===== src/rtl/core_seq_ctrl.sv =====
// core_seq_ctrl: multi-cycle instruction sequencer for the single-issue RV32I core.
// It fetches one instruction at a time, decodes the opcode, drives the ALU operation
// code and the register-file write strobe, and runs loads and stores on the data port.
// It owns the PC and the instruction register.
//
// Ports:
//   clk, reset        - rising-edge clock; asynchronous active-low reset
//   imem_*            - fetch port: req_valid/req_ready handshake, addr (= pc),
//                       rvalid/rdata response
//   dmem_*            - data port: req_valid/req_ready handshake, we (1 = store),
//                       rvalid response for loads
//   take_branch,
//   target_pc         - redirect from the datapath, sampled in EXEC
//   pc, inst          - current instruction PC and instruction register
//   alu_ctrl          - ALU operation code, held from DECODE through WB
//   rf_we             - register-file write strobe, one pulse per writing instruction
//   halt, trap,
//   trap_cause        - sticky terminal status (cause 01 illegal, 10 misaligned target)
module core_seq_ctrl #(
  parameter logic [31:0] RESET_PC = 32'h8000_0000
) (
  input  logic        clk,
  input  logic        reset,
  output logic        imem_req_valid,
  input  logic        imem_req_ready,
  output logic [31:0] imem_addr,
  input  logic        imem_rvalid,
  input  logic [31:0] imem_rdata,
  output logic        dmem_req_valid,
  input  logic        dmem_req_ready,
  output logic        dmem_we,
  input  logic        dmem_rvalid,
  input  logic        take_branch,
  input  logic [31:0] target_pc,
  output logic [31:0] pc,
  output logic [31:0] inst,
  output logic [3:0]  alu_ctrl,
  output logic        rf_we,
  output logic        halt,
  output logic        trap,
  output logic [1:0]  trap_cause
);

  localparam logic [6:0]  OpcOp     = 7'b0110011;
  localparam logic [6:0]  OpcOpImm  = 7'b0010011;
  localparam logic [6:0]  OpcLui    = 7'b0110111;
  localparam logic [6:0]  OpcAuipc  = 7'b0010111;
  localparam logic [6:0]  OpcJal    = 7'b1101111;
  localparam logic [6:0]  OpcJalr   = 7'b1100111;
  localparam logic [6:0]  OpcBranch = 7'b1100011;
  localparam logic [6:0]  OpcLoad   = 7'b0000011;
  localparam logic [6:0]  OpcStore  = 7'b0100011;
  localparam logic [31:0] InstEbreak = 32'h0010_0073;
  localparam logic [31:0] InstNop    = 32'h0000_0013;

  localparam logic [1:0] CauseNone      = 2'b00;
  localparam logic [1:0] CauseIllegal   = 2'b01;
  localparam logic [1:0] CauseMisalign  = 2'b10;

  typedef enum logic [3:0] {
    StFetch,
    StIwait,
    StDecode,
    StExec,
    StMem,
    StMwait,
    StWb,
    StHalt,
    StTrap
  } state_e;

  state_e      state_q, state_d;
  logic [31:0] pc_q, pc_d;
  logic [31:0] inst_q, inst_d;
  logic [3:0]  alu_ctrl_q, alu_ctrl_d;
  logic        br_taken_q, br_taken_d;
  logic [31:0] br_target_q, br_target_d;
  logic        imem_req_valid_q, imem_req_valid_d;
  logic        dmem_req_valid_q, dmem_req_valid_d;
  logic        dmem_we_q, dmem_we_d;
  logic        rf_we_q, rf_we_d;
  logic        halt_q, halt_d;
  logic        trap_q, trap_d;
  logic [1:0]  trap_cause_q, trap_cause_d;

  // Decode of the instruction register; inst_q is stable from DECODE until the
  // next fetch response, so these are valid for every state that consults them.
  logic [6:0] opcode;
  logic [2:0] funct3;
  logic       is_op, is_opimm, is_lui, is_auipc, is_jal, is_jalr;
  logic       is_branch, is_load, is_store, is_ebreak, is_legal, writes_rd;
  logic [3:0] alu_dec;

  assign opcode    = inst_q[6:0];
  assign funct3    = inst_q[14:12];
  assign is_op     = (opcode == OpcOp);
  assign is_opimm  = (opcode == OpcOpImm);
  assign is_lui    = (opcode == OpcLui);
  assign is_auipc  = (opcode == OpcAuipc);
  assign is_jal    = (opcode == OpcJal);
  assign is_jalr   = (opcode == OpcJalr);
  assign is_branch = (opcode == OpcBranch);
  assign is_load   = (opcode == OpcLoad);
  assign is_store  = (opcode == OpcStore);
  assign is_ebreak = (inst_q == InstEbreak);
  assign is_legal  = is_op | is_opimm | is_lui | is_auipc | is_jal | is_jalr |
                     is_branch | is_load | is_store;
  assign writes_rd = is_op | is_opimm | is_lui | is_auipc | is_jal | is_jalr | is_load;

  always_comb begin
    alu_dec = 4'b0000;
    if (is_op) begin
      alu_dec = {inst_q[30], funct3};
    end else if (is_opimm) begin
      // inst[30] only selects SRAI over SRLI; for other immediates it is data.
      alu_dec = {inst_q[30] & (funct3 == 3'b101), funct3};
    end else if (is_branch) begin
      alu_dec = 4'b1000;
    end
  end

  always_comb begin
    state_d      = state_q;
    pc_d         = pc_q;
    inst_d       = inst_q;
    alu_ctrl_d   = alu_ctrl_q;
    br_taken_d   = br_taken_q;
    br_target_d  = br_target_q;
    trap_cause_d = trap_cause_q;

    unique case (state_q)
      StFetch: begin
        if (imem_req_valid_q && imem_req_ready) state_d = StIwait;
      end
      StIwait: begin
        if (imem_rvalid) begin
          inst_d  = imem_rdata;
          state_d = StDecode;
        end
      end
      StDecode: begin
        if (is_ebreak) begin
          state_d = StHalt;
        end else if (!is_legal) begin
          state_d      = StTrap;
          trap_cause_d = CauseIllegal;
        end else begin
          alu_ctrl_d = alu_dec;
          state_d    = StExec;
        end
      end
      StExec: begin
        br_taken_d  = take_branch;
        br_target_d = target_pc;
        if (take_branch && (target_pc[1:0] != 2'b00)) begin
          state_d      = StTrap;
          trap_cause_d = CauseMisalign;
        end else if (is_load || is_store) begin
          state_d = StMem;
        end else begin
          state_d = StWb;
        end
      end
      StMem: begin
        if (dmem_req_valid_q && dmem_req_ready) state_d = is_store ? StWb : StMwait;
      end
      StMwait: begin
        if (dmem_rvalid) state_d = StWb;
      end
      StWb: begin
        pc_d    = br_taken_q ? br_target_q : pc_q + 32'd4;
        state_d = StFetch;
      end
      StHalt:  state_d = StHalt;
      StTrap:  state_d = StTrap;
      default: state_d = StFetch;
    endcase

    // Outputs are registered off the next state so they are glitch-free and all
    // drop to zero during reset (imem_req_valid rises one cycle after release).
    imem_req_valid_d = (state_d == StFetch);
    dmem_req_valid_d = (state_d == StMem);
    dmem_we_d        = (state_d == StMem) && is_store;
    rf_we_d          = (state_d == StWb) && writes_rd;
    halt_d           = halt_q | (state_d == StHalt);
    trap_d           = trap_q | (state_d == StTrap);
  end

  always_ff @(posedge clk or negedge reset) begin
    if (!reset) begin
      state_q          <= StFetch;
      pc_q             <= RESET_PC;
      inst_q           <= InstNop;
      alu_ctrl_q       <= 4'b0000;
      br_taken_q       <= 1'b0;
      br_target_q      <= 32'h0000_0000;
      imem_req_valid_q <= 1'b0;
      dmem_req_valid_q <= 1'b0;
      dmem_we_q        <= 1'b0;
      rf_we_q          <= 1'b0;
      halt_q           <= 1'b0;
      trap_q           <= 1'b0;
      trap_cause_q     <= CauseNone;
    end else begin
      state_q          <= state_d;
      pc_q             <= pc_d;
      inst_q           <= inst_d;
      alu_ctrl_q       <= alu_ctrl_d;
      br_taken_q       <= br_taken_d;
      br_target_q      <= br_target_d;
      imem_req_valid_q <= imem_req_valid_d;
      dmem_req_valid_q <= dmem_req_valid_d;
      dmem_we_q        <= dmem_we_d;
      rf_we_q          <= rf_we_d;
      halt_q           <= halt_d;
      trap_q           <= trap_d;
      trap_cause_q     <= trap_cause_d;
    end
  end

  assign imem_req_valid = imem_req_valid_q;
  assign imem_addr      = pc_q;
  assign dmem_req_valid = dmem_req_valid_q;
  assign dmem_we        = dmem_we_q;
  assign pc             = pc_q;
  assign inst           = inst_q;
  assign alu_ctrl       = alu_ctrl_q;
  assign rf_we          = rf_we_q;
  assign halt           = halt_q;
  assign trap           = trap_q;
  assign trap_cause     = trap_cause_q;

endmodule


===== config.mk =====
export PLATFORM = sky130hd
export DESIGN_NAME = core_seq_ctrl
export DESIGN_NICKNAME = d
export VERILOG_FILES = /design/src/rtl/core_seq_ctrl.sv
export SDC_FILE = /design/constraint.sdc
export NUM_CORES = 1
export LEC_CHECK = 0
export ABC_AREA = 1
export BUFFER_PORTS_ARGS = -buffer_cell sky130_fd_sc_hd__buf_4
export CAP_MARGIN = 20
export CORE_UTILIZATION = 47
export CTS_CLUSTER_DIAMETER = 120
export DETAILED_ROUTE_END_ITERATION = 6
export PLACE_DENSITY = 0.75
export REMOVE_ABC_BUFFERS = 1
export SETUP_SLACK_MARGIN = 0.2
export SYNTH_ARGS = -nofsm -noshare
export SYNTH_HDL_FRONTEND = slang
export SYNTH_SLANG_ARGS = --single-unit

===== constraint.sdc =====
create_clock -name clk -period 3.3 [get_ports clk]
set_input_delay 0.33 -clock clk [delete_from_list [all_inputs] [get_ports clk]]
set_output_delay 0.33 -clock clk [all_outputs]
set_load 0.02 [all_outputs]

[Word level (Yosys, flattened, before mapping)]
Cells that the tools add are included.
Storage, ports and cells
  register bits: 113
  output and inout port bits: 108
  logic and storage cells: 84
Operators by class
  add/subtract/negate cells: 1
  equality and inequality tests: 26
  muxes and demuxes: 18
  bitwise gates (word level): 13
  reduce and logical (&&, ||, !) cells: 13
Operators by type and width (number)
  4-bit 2-to-1 mux: 10
  32-bit by 3-bit adder with 32-bit output (second input constant): 1
  32-bit by 21-bit equality test with 1-bit output (second input constant): 1
  32-bit 2-to-1 mux: 1
  4-bit case mux with 8 select lines: 1
  4-bit by 3-bit equality test with 1-bit output (second input constant): 7
  7-bit by 6-bit equality test with 1-bit output (second input constant): 3
  7-bit equality test (second input constant): 3
  7-bit by 5-bit equality test with 1-bit output (second input constant): 2
  1-bit OR: 11
  2-bit 2-to-1 mux: 5
  4-bit by 2-bit equality test with 1-bit output (second input constant): 2
  4-bit equality test (second input constant): 2
  4-bit zero test: 2
  7-bit by 2-bit equality test with 1-bit output (second input constant): 1
  2-bit inequality test (second input constant): 3
  1-bit logical AND: 5
  4-bit by 1-bit equality test with 1-bit output (second input constant): 1
  2-bit case mux with 2 select lines: 1
  4-bit AND reduction: 1
  2-bit nonzero test: 2
  3-bit equality test (second input constant): 1
  3-bit AND reduction: 1
  2-bit AND reduction: 1
  3 further kinds: 3

[Logic depth before layout (Yosys ltp)]
Gate-level depths: netlist (run 1).
  word-level depth: 14
  gate-level depth with buffers: 11
  gate-level depth less buffers: 11

[Least setup slack after synthesis (run 1)]
OpenSTA, ideal clock, no wires.
  path kind: register to register
  start point: register pc_q[2] (netlist: imem_addr[2])
  end point: register pc_q[16] (netlist: imem_addr[16])
  setup time: 0.076 ns
  data arrival time: 1.581 ns
  required time: 3.224 ns
  setup slack: 1.643 ns
  cell stages (with the launch flop): 9
  path through: dfrtp_1 -> ha_1 -> nand3_1 -> nor2_2 -> nand2_1 -> nor2_1 -> xor2_1 -> nor2_1 -> o21ai_1
Between the ends
  longest elaborated chain between the ends: 2
RTL lines
  start: declaration: line 73  | logic [31:0] pc_q, pc_d;
  start signal: assignment: line 206  | pc_q <= pc_d;
  32-bit by 3-bit adder with 32-bit output: line 171  | pc_d = br_taken_q ? br_target_q : pc_q + 32'd4;
  32-bit 2-to-1 mux: line 171
Every way passes these cells.
A chain may end at the register's enable or synchronous reset.

[Final worst setup path (run 1)]
  start point: register state_q[3]
  end point: register pc_q[2] (netlist: imem_addr[2])
Between the ends
  longest elaborated chain between the ends: 1
RTL lines
  start: declaration: line 72  | state_e state_q, state_d;
  start signal: assignment: line 191  | state_q <= StFetch;
  start signal: assignment: line 205  | state_q <= state_d;
  4-bit by 3-bit equality test with 1-bit output: line 131  | unique case (state_q)
Every way passes these cells.

==> reports/results.txt, run 1 <==
Aggregate global routing overflow - 0
Measured slew at the worst slew-check pin - 912 ps
Slew Viols, Final - 0
Clock sink count - 113
Share of cells above drive strength 1 - 0.333
Core area - 12,100 um2
Die Area - 13,000 um2
Mapped Area - 5880 um2
Syn-to-layout area delta - 31.8%
Post-synth EDFFs - 0
Fmax - 407 MHz
Port bufs - 178
Crit path capture type - flip-flop
Vias in the first global route - 5,386
Most frequent cells in the layout - 181 x buf_4, 137 x nand2_1, 110 x nor2_1
Dpl hpwl - 11.6 mm
Relative slew slack - 0.391
Global-route wire length before repair - 26.1 mm
Clock Skew - 13.5 ps
Crit start category - flip-flop
Via count - 5,320
Gpl congestion - 0.897
DRC Markers - 0
Clock Tree Root - clkbuf_16
Nets - 915
GR Util All Layers - 0.263
Hold Crit Class - in2async
Final WS setup - 842 ps
Site Rows - 40
Hold buffers post-CTS - 0
Routed Antenna Nets - 0
Worst-path fanout max - 30
Longest Clk Path Bufs - 2
Final hold vios - 16
Synth Flop Type - dfrtp_1
Final period util - 0.745
Clk_lat worst skew - 420 ps
Distinct cells, synth - 33
Peak VDD IR - 0.000687 V
Placed instance area - 7140 um2
Finished Cell Area - 7750 um2
Die H - 114 um
RSZ-0062 raised after global routing - no
Syn_area_per_cell - 8.50 um2
Avg Vias per Cell - 5.20
R2r setup slk - 840 ps
Initial antenna violation count - 0
Setup_tns - 0 ps
Commonest non-fill, non-tap cell in the layout - buf_4
Synth Register Bits - 113
Setup CP Type - reg2reg
WL final - 16.0 mm
I/O pin count - 179
Initial Utilization - 0.486
Ys async rst share - 1.00
Clock transition at path regs - 50 ps
Router iterations before antenna repair - 5
PwrDens - 892 nW/um2
Largest net degree at the start of global routing - 114
Violated checks - hold timing
Setup repair bufs after CTS - 0
CTS buffer count - 17
Final setup viols - 0
Fin util - 0.640
Leak - 3.74 nW
Register area share after synthesis - 0.481
Hold slack - -54.5 ps
Die width - 114 um
Synth Warn # - 0
Place WS - 958 ps
CTS tree - yes
Iteration-0 DRC Markers - 294
CP Data Required Time - 3580 ps
Htree depth - 4
Cells after Synth - 692
Diode count - 0
Outcome - finished with violations
CP arrival - 2740 ps
Drt wl/cell - 15.6 um
Resized cells post-CTS - 0
Number of max-cap violations - 0
Final worst path period need - 2460 ps
[power by group]
part / internal [mW] / switching (mW) / leakage, nW
clock network: 1.23 / 0.651 / 0.293
registers: 1.94 / 0.556 / 1.39
logic: 1.14 / 1.40 / 2.05
total: 4.31 / 2.60 / 3.74
[metrics by stage]
stage | cells | power [mW] | hold WS, ps
detailed placement | 992 | 5.03 | 453
global placement | 992 | 4.95 | 452
global route | 1024 | 7.30 | 53.0
floorplan | 642 | 3.87 | 34.4
CTS | 1024 | 6.96 | 23.4
finish | 1024 | 6.92 | -54.5
[synthesized netlist by cell type (all sizes together), types with 5 or more instances]
library cell | instances | area (um2)
a21oi | 18 | 90.1
a22oi | 7 | 52.6
buf | 45 | 313
clkbuf | 5 | 18.8
dfrtp | 109 | 2730
inv | 63 | 236
mux2 | 52 | 586
nand2 | 141 | 539
nand3 | 44 | 230
nand4 | 8 | 50.1
nor2 | 115 | 444
nor3 | 16 | 101
o21ai | 42 | 210
xor2 | 6 | 52.6
[registers in the layout, indices dropped and copies added, names as in the netlist, 2 cells and up]
| register | count |
|---|---|
| imem_addr | 32 |
| trap_cause | 2 |
| br_target_q | 32 |
| alu_ctrl | 4 |
| inst | 32 |
| state_q | 4 |
[logic make-up (layout without fill, tap and decap cells)]
family | Yosys count | in the layout | share of synthesized area
adder cells (fa/ha/maj) | 1 | 1 | 0.00213
buffers and inverters | 113 | 277 | 0.0966
AND/OR/NAND/NOR | 330 | 330 | 0.239
multiplexers | 52 | 52 | 0.0995
flip-flops | 113 | 113 | 0.481
AO/OA/AOI/OAI | 75 | 75 | 0.0693
XOR/XNOR | 8 | 8 | 0.0119
[worst paths after layout]
check / depth (start not counted) / to / start
max in group asynchronous: 2 / br_target_q[23]$_DFFE_PN0P_ / reset
min in group clk: 2 / inst[0]$_DFFE_PN1P_ / imem_rdata[0]
min reg2reg: 1 / trap$_DFF_PN0_ / trap$_DFF_PN0_
max reg2reg: 8 / imem_addr[2]$_DFFE_PN0N_ / state_q[3]$_DFF_PN0_
max: 8 / imem_addr[2]$_DFFE_PN0N_ / state_q[3]$_DFF_PN0_
min: 2 / br_target_q[27]$_DFFE_PN0P_ / reset
[layout make-up]
type / instances / area (um2)
Fill cell: 1045 / 4360
Sequential cell: 113 / 2830
Multi-Input combinational cell: 466 / 2480
Timing Repair Buffer: 182 / 1380
Clock buffer: 20 / 457
Inverter: 63 / 236
Tap cell: 168 / 210
Clock inverter: 12 / 158
[layer usage]
layer  wire, um  track usage  share of wire
met4        216       0.0935          0.014
met2       7930        0.457           0.50
met1       6600        0.311           0.41
met5          0            0              0
met3       1250       0.0765          0.078
[worst max-delay path: stages, from the launching register on]
cell and delay, ps:
dfrtp_1 430, inv_1 100, nand2_1 90, inv_2 110
nand2_2 360, nor2_1 700, inv_1 240, o22ai_1 210
a21oi_1 90
Power figures use the tool's default switching activity.
==> inputs of run 2 (changes only) <==
- ABC_AREA: 1 -> 0
- CORE_UTILIZATION: 47 -> 46
- PLACE_DENSITY: 0.75 -> 0.77
- clock period: 3.3 -> 2.25 ns (I/O delays scaled with it)
==> run 2 against run 1 <==
The run now ends clean. Critical path type unchanged. Largest cell class unchanged. Sequential share of layout area rose by 1.1 points. Power rose by 48%. Synthesized cell count shrank 25%. Sequential power grew 48%.
==> reports/results.txt, run 2 <==
Outcome - finished, final reports clean
Cells after Synth - 519
Measured slew at the worst slew-check pin - 615 ps
Mapped Area - 5630 um2
Initial antenna violation count - 0
Drt wl/cell - 17.2 um
Global-route wire length before repair - 23.3 mm
Crit path capture type - flip-flop
CP arrival - 2270 ps
Post-synth EDFFs - 0
Number of max-cap violations - 0
Iteration-0 DRC Markers - 199
Syn_area_per_cell - 10.8 um2
Setup CP Type - reg2reg
Synth top cells by count - 109 x dfrtp_1, 65 x mux2_2, 36 x a21oi_1
Synth Area in Compound Gates - 0.120
Via count - 4,718
Yosys top cell area share - 0.484
Longest Clk Path Bufs - 2
Top cells by area, synth - dfrtp_1 48%, mux2_2 13%, buf_4 4.5%
Htree depth - 4
Post-synth top area cell - dfrtp_1
Clock transition at path regs - 60 ps
Register area share after synthesis - 0.503
Post-Synth XOR/XNOR Area - 0
Most frequent cell after synthesis - dfrtp_1
Relative slew slack - 0.585
Final setup viols - 0
Diode count - 0
Core area - 12,000 um2
Post-synthesis mux area share - 0.137
Slew Viols, Final - 0
Hold Crit Class - in2reg
Ys async rst share - 1.00
Die H - 113 um
Placed Instances - 796
Initial Utilization - 0.471
Adder and majority gate portion of the synthesized area - 0.00222
Nets - 744
Synth Register Bits - 113
Clock sink count - 113
CTS buffer count - 17
WL final - 14.3 mm
GR Util All Layers - 0.238
Setup_tns - 0 ps
DRC Markers - 0
Largest net degree at the start of global routing - 60
Layout fillers - 945
Gpl congestion - 0.854
Router iterations before antenna repair - 5
Worst-path fanout max - 6
Dpl hpwl - 10.2 mm
Synth Warn # - 0
Syn-to-layout area delta - 33.7%
Port bufs - 178
Clk_lat worst skew - 410 ps
Fmax - 503 MHz
I/O pin count - 179
Distinct cells, synth - 64
Largest family of logic cells by synthesized area - simple AND/OR/NAND/NOR gates
Crit start category - flip-flop
Final period util - 0.884
Final hold vios - 0
Avg Vias per Cell - 5.67
Clock Skew - 9.69 ps
CTS tree - yes
RSZ-0062 raised after global routing - yes
Peak VDD IR - 0.00101 V
Power Total - 10.2 mW
Site Rows - 40
Commonest non-fill, non-tap cell in the layout - buf_4
PwrDens - 1360 nW/um2
Clock Tree Root - clkbuf_16
Most frequent cells in the layout - 190 x buf_4, 109 x dfrtp_1, 65 x mux2_2
Synth Area in Simple Gates - 0.163
Die Area - 12,700 um2
Final worst path period need - 1990 ps
Synth Flop Type - dfrtp_1
Share of cells above drive strength 1 - 0.457
Die width - 113 um
CP Data Required Time - 2530 ps
Leak - 3.46 nW
Vias in the first global route - 4,682
Fin cells - 832
Aggregate global routing overflow - 0
Routed Antenna Nets - 0
## run 2: report_power, final
part | internal (mW) | switching [mW]
Sequential | 2.86 | 0.826
Clock | 1.65 | 0.955
Combinational | 1.88 | 2.07
## run 2: cell families (layout without fill, tap and decap cells)
kind of cell,after synthesis,count (layout)
fa+ha+maj,1,1
flops,113,113
mux,69,69
buf+inv,68,234
compound gates,110,110
simple gates,158,158
## run 2: worst paths after layout
check	startpoint	end	slack (ps)	cells after the start
min in group asynchronous	reset	br_target_q[20]$_DFFE_PN0P_	280	2
min	take_branch	br_taken_q$_DFFE_PN0P_	40	3
max reg2reg	inst[1]$_DFFE_PN1P_	state_q[0]$_DFF_PN0_	260	4
max	inst[1]$_DFFE_PN1P_	state_q[0]$_DFF_PN0_	260	4
max in group asynchronous	reset	inst[14]$_DFFE_PN0P_	1270	3
min reg2reg	alu_ctrl[1]$_DFFE_PN0P_	alu_ctrl[1]$_DFFE_PN0P_	480	2
## run 2: critical path: stages (launching register included)
cell and delay [ps]:
dfstp_2 590, nand4bb_4 180, or3_1 410, a21o_1 200
or4b_1 480
## run 2: repair_timing
action / in CTS / in global routing
buffers inserted: 0 / 3
hold buffers: 1 / 0
hold endpoints to repair: 26 / 0
resized for setup: 1 / 5
setup endpoints to repair: 3 / 11
pin swaps: 1 / 4
## run 2: area by class of cell
class	count	area, um2	share of cell area
Clock buffer	18	439	0.0584
Clock inverter	14	141	0.0188
Inverter	8	30.0	0.00399
Multi-Input combinational cell	338	2420	0.321
Sequential cell	113	2830	0.376
Tap cell	147	184	0.0244
Timing Repair Buffer	194	1480	0.197
## run 2: routing by layer
metal,vias up,part of all wire,track usage
li1,2192,-,-
met4,0,0.017,0.0942
met5,-,0,0
met3,18,0.081,0.0875
met1,2286,0.40,0.280
met2,222,0.50,0.397
## run 2: stage by stage
step	setup slack, ps	area (um2)	utilization	hold slack [ps]
final	261	7530	0.629	39.3
after global routing	174	7530	0.629	19.7
after CTS	255	7480	0.626	15.8
after detailed placement	129	6880	0.575	165
after global placement	220	6880	0.575	166
after floorplan	-235	5250	-	-70.6
==> inputs of run 3 (changes only) <==
- REMOVE_ABC_BUFFERS: 1 -> not set
==> run 3 against run 2 <==
First-iteration DRC count is 23% higher. Non-clock buffer count shrank 1. Core utilization up 1.1 points. Power grew 4.8%. Critical path type unchanged. Wire length grew 4.1%. Hold slack worse by 14 ps. Fmax up 0.36%.
==> reports/results.txt, run 3 (same netlist as run 2, synthesis figures left out) <==
Outcome - finished, final reports clean
Router iterations before antenna repair - 5
Placed Instances - 795
R2r setup slk - 270 ps
Fin cells - 831
Die H - 113 um
DRC Markers - 0
Place WS - 193 ps
Aggregate global routing overflow - 0
Nets - 743
WHS Endpoint - br_taken_q$_DFFE_PN0P_
Die Area - 12,700 um2
Routed Antenna Nets - 0
Longest Clk Path Bufs - 2
Final hold vios - 0
Delay of the slowest cell on the worst path - 600 ps
Largest net degree at the start of global routing - 50
Placed instance area - 6900 um2
Clock sink count - 113
CP bufs+invs - 0
Fin util - 0.640
Setup_tns - 0 ps
Mapped Nets - 591
CTS buffer count - 17
Final setup viols - 0
Crit path depth - 5
CP arrival - 2300 ps
DR top layer - met4
Hold Crit Class - in2reg
Via count - 4,777
Drt wl/cell - 18.0 um
R2r endpoint - imem_req_valid$_DFF_PN0_
GR Util All Layers - 0.247
Finished Cell Area - 7650 um2
Clk_lat worst skew - 420 ps
Cell family with most CP delay - simple AND/OR/NAND/NOR gates
Cells along the critical path - or3b_1, a21oi_1, or3_1, o22ai_2, nor4b_2
Clock Tree Root - clkbuf_16
RSZ-0062 raised after global routing - no
Slew Viols, Final - 0
Peak VDD IR - 0.000920 V
Worst path slowest cell - dfstp_2
Fmax - 505 MHz
I/O pin count - 179
FF+latch area - 2840 um2
Routed length on met2 - 7.49 mm
Initial antenna violation count - 0
Met1 WL - 5.76 mm
Final WS setup - 268 ps
Site Rows - 40
Port bufs - 178
Worst Hold Path Cells - 3
WL met3 - 1.27 mm
Leak - 3.51 nW
Crit path capture type - flip-flop
Global-route wire length before repair - 24.2 mm
Crit start category - flip-flop
Number of max-cap violations - 0
Vias in the first global route - 4,884
Relative slew slack - 0.578
Clock transition at path regs - 50 ps
Initial Utilization - 0.471
Avg Vias per Cell - 5.75
Gpl congestion - 0.853
Layout fillers - 946
Share of cells above drive strength 1 - 0.459
Worst-path fanout max - 10
WL final - 14.9 mm
Htree depth - 4
CP Data Required Time - 2570 ps
Diode count - 0
Most frequent cells in the layout - 188 x buf_4, 107 x dfrtp_1, 65 x mux2_2
Final worst path period need - 1980 ps
Syn-to-layout area delta - 35.9%
Die width - 113 um
Commonest non-fill, non-tap cell in the layout - buf_4
Area of the multi-input gates - 2430 um2
R2R cell count - 5
Setup CP Type - reg2reg
Final period util - 0.881
CTS tree - yes
Iteration-0 DRC Markers - 244
Core area - 12,000 um2
HP Start - take_branch
Measured slew at the worst slew-check pin - 626 ps
PwrDens - 1400 nW/um2
Reg-to-Reg Start - inst[4]$_DFFE_PN1P_
Dpl hpwl - 10.5 mm
Clock Skew - 7.92 ps
## run 3: changes by cell type in the layout (fill, tap and decap cells not counted), moves of 3 or more
cell       before  now
bufinv_16       2    6
clkinv_4        3    0
clkbuf_1        0    3
clkinv_2        5    2
## run 3: timing repair
action | 4_1_cts | 5_1_grt
hold buffers | 1 | 0
setup buffers | 0 | 3
setup endpoints to repair | 3 | 13
endpoints found under the hold margin | 34 | 0
pin swaps | 0 | 2
resized for setup | 2 | 9
## run 3: worst register-to-register path, delay by kind of cell (launching register included)
family          cells  cell delay, ps
flops               1             600
simple gates        3             860
compound gates      2             430
## run 3: cell type report
class,instances,share of cell area
flip-flops and latches,113,0.370
multi-input cells,338,0.318
repair buffers,193,0.196
clock buffers,22,0.0607
clock inverters,10,0.0268
well taps,147,0.0240
inverters,8,0.00392
## run 3: through the flow
step	hold WS [ps]	total power, mW
final	25.4	10.7
after global routing	22.7	11.3
after CTS	8.36	10.7
after detailed placement	238	7.63
after global placement	229	7.48
after floorplan	-70.6	6.15
## run 3: where the power goes
group / total, mW / switching [mW] / leakage [nW] / internal, mW
Combinational: 3.95 / 2.05 / 1.77 / 1.90
Sequential: 3.72 / 0.857 / 1.42 / 2.86
Clock: 3.05 / 0.920 / 0.320 / 2.13
## run 3: how the worst max path moves through the flow
stage	start	end
global route	inst[4]$_DFFE_PN1P_	imem_req_valid$_DFF_PN0_
global placement	inst[26]$_DFFE_PN0P_	dmem_we$_DFF_PN0_
detailed placement	inst[26]$_DFFE_PN0P_	dmem_we$_DFF_PN0_
floorplan	inst[1]$_DFFE_PN1P_	state_q[0]$_DFF_PN0_
CTS	inst[4]$_DFFE_PN1P_	imem_req_valid$_DFF_PN0_
finish	inst[4]$_DFFE_PN1P_	imem_req_valid$_DFF_PN0_
## run 3: per-layer routing
metal	up-vias	track usage
met2	248	0.416
met4	0	0.111
met5	-	0
met3	37	0.0902
met1	2303	0.281
li1	2189	-
